**src/rtl/width_gearbox.sv**
```systemverilog
// width_gearbox: packs IN_W-bit beats into OUT_W-bit words, MSB-first, valid/ready on both sides.
// Optional end-of-packet flush with zero padding and out_last when GEARBOX_FLUSH_EN is defined.
module width_gearbox #(
    parameter int IN_W  = 8,
    parameter int OUT_W = 12,
    parameter int BUF_W = 20
) (
    input  logic             clk,
    input  logic             rst_n,
    input  logic             in_valid,
    output logic             in_ready,
    input  logic [IN_W-1:0]  in_data,
    input  logic             in_last,
    output logic             out_valid,
    input  logic             out_ready,
    output logic [OUT_W-1:0] out_data,
    output logic             out_last
);
    localparam int CW = $clog2(BUF_W + 1);
    localparam logic [CW-1:0] IN_C  = CW'(IN_W);
    localparam logic [CW-1:0] OUT_C = CW'(OUT_W);
    localparam logic [CW-1:0] RDY_C = CW'(BUF_W - IN_W);

    if (BUF_W < IN_W + OUT_W - 1) begin : g_bad_buf
        $error("width_gearbox: BUF_W must be >= IN_W+OUT_W-1");
    end

    logic [BUF_W-1:0] acc_q, acc_d, acc_pop;
    logic [CW-1:0]    cnt_q, cnt_d, cnt_pop;
    logic             push, pop, flush_pend_q, flush_word, last_word;

`ifdef GEARBOX_FLUSH_EN
    logic flush_pend_d;
    always_comb begin
        flush_word   = flush_pend_q && cnt_q != '0 && cnt_q < OUT_C;
        last_word    = flush_pend_q && (flush_word || cnt_q == OUT_C);
        flush_pend_d = (push && in_last) ? 1'b1 : (pop && last_word) ? 1'b0 : flush_pend_q;
    end
    always_ff @(posedge clk or negedge rst_n) begin
        if (!rst_n) flush_pend_q <= 1'b0;
        else        flush_pend_q <= flush_pend_d;
    end
`else
    logic unused_last;
    assign unused_last  = in_last;
    assign flush_pend_q = 1'b0;
    assign flush_word   = 1'b0;
    assign last_word    = 1'b0;
`endif

    assign in_ready  = cnt_q <= RDY_C && !flush_pend_q;
    assign out_valid = cnt_q >= OUT_C || flush_word;
    assign out_data  = acc_q[BUF_W-1 -: OUT_W];
    assign out_last  = last_word;
    assign push      = in_valid && in_ready;
    assign pop       = out_valid && out_ready;

    // Pop first so the incoming beat lands right below the surviving bits.
    always_comb begin
        acc_pop = pop ? acc_q << OUT_W : acc_q;
        cnt_pop = !pop ? cnt_q : last_word ? '0 : cnt_q - OUT_C;
        acc_d   = push ? acc_pop | ((BUF_W'(in_data) << (BUF_W - IN_W)) >> cnt_pop) : acc_pop;
        cnt_d   = cnt_pop + (push ? IN_C : '0);
    end

    always_ff @(posedge clk or negedge rst_n) begin
        if (!rst_n) begin
            acc_q <= '0;
            cnt_q <= '0;
        end else begin
            acc_q <= acc_d;
            cnt_q <= cnt_d;
        end
    end
endmodule

```
**config.mk**
```make
export PLATFORM = sky130hd
export DESIGN_NAME = width_gearbox
export DESIGN_NICKNAME = d
export VERILOG_FILES = /design/src/rtl/width_gearbox.sv
export SDC_FILE = /design/constraint.sdc
export NUM_CORES = 1
export LEC_CHECK = 0
export ABC_AREA = 1
export BUFFER_PORTS_ARGS = -buffer_cell sky130_fd_sc_hd__buf_2
export CAP_MARGIN = 20
export CORE_ASPECT_RATIO = 0.75
export CORE_UTILIZATION = 40
export DETAILED_ROUTE_END_ITERATION = 16
export PLACE_DENSITY = 0.66
export SLEW_MARGIN = 20
export SYNTH_ARGS = -nofsm -noshare
export SYNTH_HDL_FRONTEND = slang
export SYNTH_SLANG_ARGS = --single-unit
```
**constraint.sdc**
```tcl
create_clock -name clk -period 2.3 [get_ports clk]
set_input_delay 0 -clock clk [delete_from_list [all_inputs] [get_ports clk]]
set_output_delay 0 -clock clk [all_outputs]
set_load 0.01 [all_outputs]
```
Word level (Yosys, flattened, before mapping)
Index checks and enable logic that the tools add are counted.
{ "totals": {"ff_bits": 25, "output_inout_bits": 15, "mem_count": 0, "ram_bits": 0, "wordCells": 14, "mem_bits_ro": 0, "inputBits": 13, "latch_bits": 0} }
{ "op_classes": {"mux": 4, "add_sub_neg": 2, "bitwise": 1, "mul": 0, "n_reduce_logical": 2, "n_lt_le_gt_ge": 2, "n_shift": 1, "div": 0, "eq_ne": 0} }
{ "ops": {"columns": ["cell", "n"], "rows": [
  ["2-to-1 mux 20 bit", 2],
  ["bitwise OR 20 bit", 1],
  ["right shift 20 x 5 -> 20 bit", 1],
  ["adder 5 bit", 1],
  [">= comparator 5 x 4 -> 1 bit, second input constant", 1],
  ["<= comparator 5 x 4 -> 1 bit, second input constant", 1],
  ["2-to-1 mux 5 bit", 1],
  ["subtractor 5 x 4 -> 5 bit, second input constant", 1],
  ["2-to-1 mux 4 bit", 1],
  ["logical AND 1 bit", 2]
]} }

Logic depth before layout (Yosys ltp)
{ "depth": {"word_depth": 6, "depth_mapped": 13, "ltp_nobuf": 12} }

Worst setup path after synthesis
No wires, ideal clock.
{ "synth_path": {"path_type": "register to register", "from": "register cnt_q[2]", "to": "register acc_q[10]", "path_stages_with_launch": 14, "setup_slack_ns": 0.528, "t_arrival_ns": 1.704, "cell_sequence": "dfrtp_1 -> ha_1 -> ha_1 -> inv_2 -> nand3_4 -> nand2_2 -> buf_6 -> nand2_1 -> nand2_1 -> nand2_2 -> nor2_4 -> buf_6 -> nand2_1 -> nand3_1"} }
{ "synth_via": {"elab_chain_cells": 6} }
{ "synth_lines": {"columns": ["item", "line_no", "text"], "rows": [
  ["start, declared", "29", "logic [CW-1:0] cnt_q, cnt_d, cnt_pop;"],
  ["start signal, assigned", "72", "cnt_q <= cnt_d;"],
  [">= comparator 5 x 4 -> 1 bit (*)", "52", "assign out_valid = cnt_q >= OUT_C || flush_word;"],
  ["named net out_valid", "14", "output logic out_valid,"],
  ["logical AND 1 bit (*)", "56", "assign pop = out_valid && out_ready;"],
  ["2-to-1 mux 5 bit", "61", "cnt_pop = !pop ? cnt_q : last_word ? '0 : cnt_q - OUT_C;"],
  ["right shift 20 x 5 -> 20 bit", "62", "acc_d = push ? acc_pop | ((BUF_W'(in_data) << (BUF_W - IN_W)) >> cnt_pop) : acc_pop;"],
  ["bitwise OR 20 bit", "62", null],
  ["2-to-1 mux 20 bit (*)", "62", null],
  ["named net acc_d[10]", "28", "logic [BUF_W-1:0] acc_q, acc_d, acc_pop;"],
  ["end signal, assigned", "68", "acc_q <= '0;"],
  ["end signal, assigned", "71", "acc_q <= acc_d;"],
  ["end, declared", "28", null]
]} }
The timed path passes the listed nets; every way through them passes the cells marked *.

Worst setup path in the final report
{ "layout_path": {"from": "register cnt_q[2]", "to": "register acc_q[0]"} }
{ "layout_via": {"elab_chain_cells": 6} }
{ "layout_lines": {"columns": ["item", "line_no"], "rows": [
  [">= comparator 5 x 4 -> 1 bit", "52"],
  ["logical AND 1 bit", "56"],
  ["2-to-1 mux 5 bit", "61"],
  ["right shift 20 x 5 -> 20 bit", "62"],
  ["bitwise OR 20 bit", "62"],
  ["2-to-1 mux 20 bit (*)", "62"],
  ["named net acc_d[0]", "28"]
]} }
Marks and branches as above.

==> results.sh <==
export IMPL_outcome="finished clean"
export IMPL_syn2layout_area_growth_pct=7.10
export IMPL_ios=28
export IMPL_root_buffer="clkbuf_8"
export IMPL_whs_ns=0.0885
export IMPL_initial_core_util=0.420
export IMPL_slew_headroom=0.662
export IMPL_finalWorstSetupSlack_ns=0.252
export IMPL_avgSynthCellArea_um2=7.32
export IMPL_whs_path_depth=5
export IMPL_setup_viol=0
export IMPL_cts_tree="built"
export IMPL_multi_input_area_um2=609
export IMPL_hold_path_class="input pin to flop"
export IMPL_final_util=0.450
export IMPL_synthCells=190
export IMPL_min_period_over_period=0.890
export IMPL_vdd_drop_max_uv=517
export IMPL_fin_cells=242
export IMPL_placed_cells=237
export IMPL_syn_cell_area_um2=1390
export IMPL_end_kind="flop"
export IMPL_skew_ns=0.00392
export IMPL_port_buffers=25
export IMPL_first_pass_iters=4
export IMPL_r2r_worst_path_cells=12
export IMPL_grt_pass1_wl_um=4640
export IMPL_insertion_delay_ns=0.26
export IMPL_start_kind="flop"
export IMPL_fmax_ghz=0.488
export IMPL_met2_usage=0.256
export IMPL_rows=18
export IMPL_hold_viol_final=0
export IMPL_ys_ff_latch=23
export IMPL_cts_htree_levels=1
export IMPL_p_per_area_nw_per_um2=1370
export IMPL_crit_arrival_ns=2.21
export IMPL_die_width_um=70.1
export IMPL_path_clk_slew_ns=0.08
export IMPL_critical_path_class="flop to flop"
export IMPL_grt_max_degree=24
export IMPL_place_ws_ns=0.265
export IMPL_drt_initial_drc_count=65
export IMPL_gr_usage_all_layers=0.161
export IMPL_antenna_found_initial=0
export IMPL_core_area_um2=3310
export IMPL_max_cap_violations=0
export IMPL_use_met3=0.0419
export IMPL_tritoncts_num_buffers=3
export IMPL_die_h_um=53.1
export IMPL_worstPathRequired_ns=2.46
export IMPL_nets=219
export IMPL_grt_pass1_vias=1038
export IMPL_via_per_inst=4.66
export IMPL_rsz0062_at_grt="false"
export IMPL_clkSinkCount=23
export IMPL_slew_viol_final=0
export IMPL_post_route_min_period_ns=2.05
export IMPL_ys_warn_count=0
export IMPL_ant_nets=0
export IMPL_cts_path_max_buffers=2
export IMPL_place_congestion=0.808
export IMPL_wl_um=2630
export IMPL_grtUsageMet1=0.222
export IMPL_synth_cell_types=22
export IMPL_ys_seq_area_frac=0.414
export IMPL_diodes=0
export IMPL_place_hpwl_um=1950
export IMPL_overflow=0
export IMPL_tns_ns=0
export IMPL_wire_per_inst_um=10.9
export IMPL_vias=1127
export IMPL_top_usage_layer="met2"
export IMPL_worst_slew_pin_slew_ns=0.507
export IMPL_p_leak_uw=0.000835
export IMPL_n_fill_cell=359
export IMPL_area_sequential_um2=576
export IMPL_dieArea_um2=3720
export IMPL_drc=0
export IMPL_worstPathMaxFanout=13
export IMPL_syn_nets=206
export IMPL_layout_drive_gt1_share=0.213
synth_stat cells:
cell type,instances,area [µm²]
nand3_1,16,80.1
nand2_1,76,285
o21ai_1,7,35.0
clkbuf_2,1,5.00
buf_2,2,10.0
xor2_1,1,8.76
nand3b_1,1,7.51
buf_6,2,22.5
inv_1,15,56.3
nand3_4,1,17.5
dfrtp_1,23,576
buf_4,13,97.6
conb_1,1,3.75
nor3_4,1,16.3
or2_2,1,6.26
inv_2,3,11.3
clkbuf_1,1,3.75
ha_1,3,37.5
nand2_2,7,43.8
o21ai_0,3,15.0
nor2_4,1,11.3
nor2_1,11,41.3
flip-flops by register name (all words and copies together) (netlist names):
name	cells
acc_q	20
cnt_q	3
path summary, 6_finish.rpt:
kind	startpoint	slack, ns	end
worst max-delay path	cnt_q[2]$_DFF_PN0_	0.25	acc_q[0]$_DFF_PN0_
worst min-delay path	in_data[5]	0.09	acc_q[17]$_DFF_PN0_
worst max register to register	cnt_q[2]$_DFF_PN0_	0.25	acc_q[0]$_DFF_PN0_
worst min register to register	acc_q[2]$_DFF_PN0_	0.49	acc_q[2]$_DFF_PN0_
max in group asynchronous	rst_n	1.72	acc_q[3]$_DFF_PN0_
min in group asynchronous	rst_n	0.24	acc_q[8]$_DFF_PN0_
layout by cell type (no fill, tap or decap), types with 7 or more instances in the layout:
| master | netlist | final |
|---|---|---|
| nand3_1 | 16 | 16 |
| o21ai_1 | 7 | 7 |
| buf_2 | 2 | 25 |
| nand2_2 | 7 | 7 |
| dfrtp_1 | 23 | 23 |
| nand2_1 | 76 | 76 |
| inv_1 | 15 | 15 |
| nor2_1 | 11 | 11 |
layout make-up:
type	instances	share of cell area
Inverter	18	0.0453
Multi-Input combinational cell	130	0.409
Tap cell	40	0.0336
Sequential cell	23	0.386
Clock buffer	4	0.0302
Timing Repair Buffer	27	0.0957
critical path, stage by stage, from the launching register on:
cell and delay, ns:
dfrtp_1 0.44, ha_1 0.23, ha_1 0.18, inv_2 0.07, nand3_4 0.11, nand2_2 0.13, nand2_1 0.06, nand2_1 0.31
nor2_1 0.17, nand2_1 0.10, nand2_1 0.05, nand2_1 0.05, nand2_1 0.04
metrics by stage:
stage | total power, µW | instance area (µm²)
after global routing | 2250 | 1490
after CTS | 2060 | 1490
final | 2040 | 1490
after global placement | 1790 | 1440
after floorplan | 1650 | 1390
after detailed placement | 1800 | 1440
where the power goes:
part	internal (µW)	switching [µW]
combinational	385	733
clock	124	128
sequential	575	90.7
total	1080	952
routing by layer:
layer,vias to the layer above,routed length [µm]
met3,2,148
li1,597,-
met1,496,1380
met2,32,1090
met4,0,10
met5,-,0
timing repair:
action                                 in CTS  in global routing
endpoints found under the hold margin      23                  0
buffers inserted                            0                  0
resized for setup                           0                  0
hold buffers                                1                  0
kinds of logic after synthesis:
kind of cell             count (synthesis)  synth area share
AO/OA/AOI/OAI                           10            0.0360
XOR/XNOR                                 1           0.00630
adder cells (fa/ha/maj)                  3            0.0270
buffers and inverters                   37             0.148
flip-flops                              23             0.414
other                                    1           0.00270
AND/OR/NAND/NOR                        115             0.366
(Power assumes the default switching activity.)
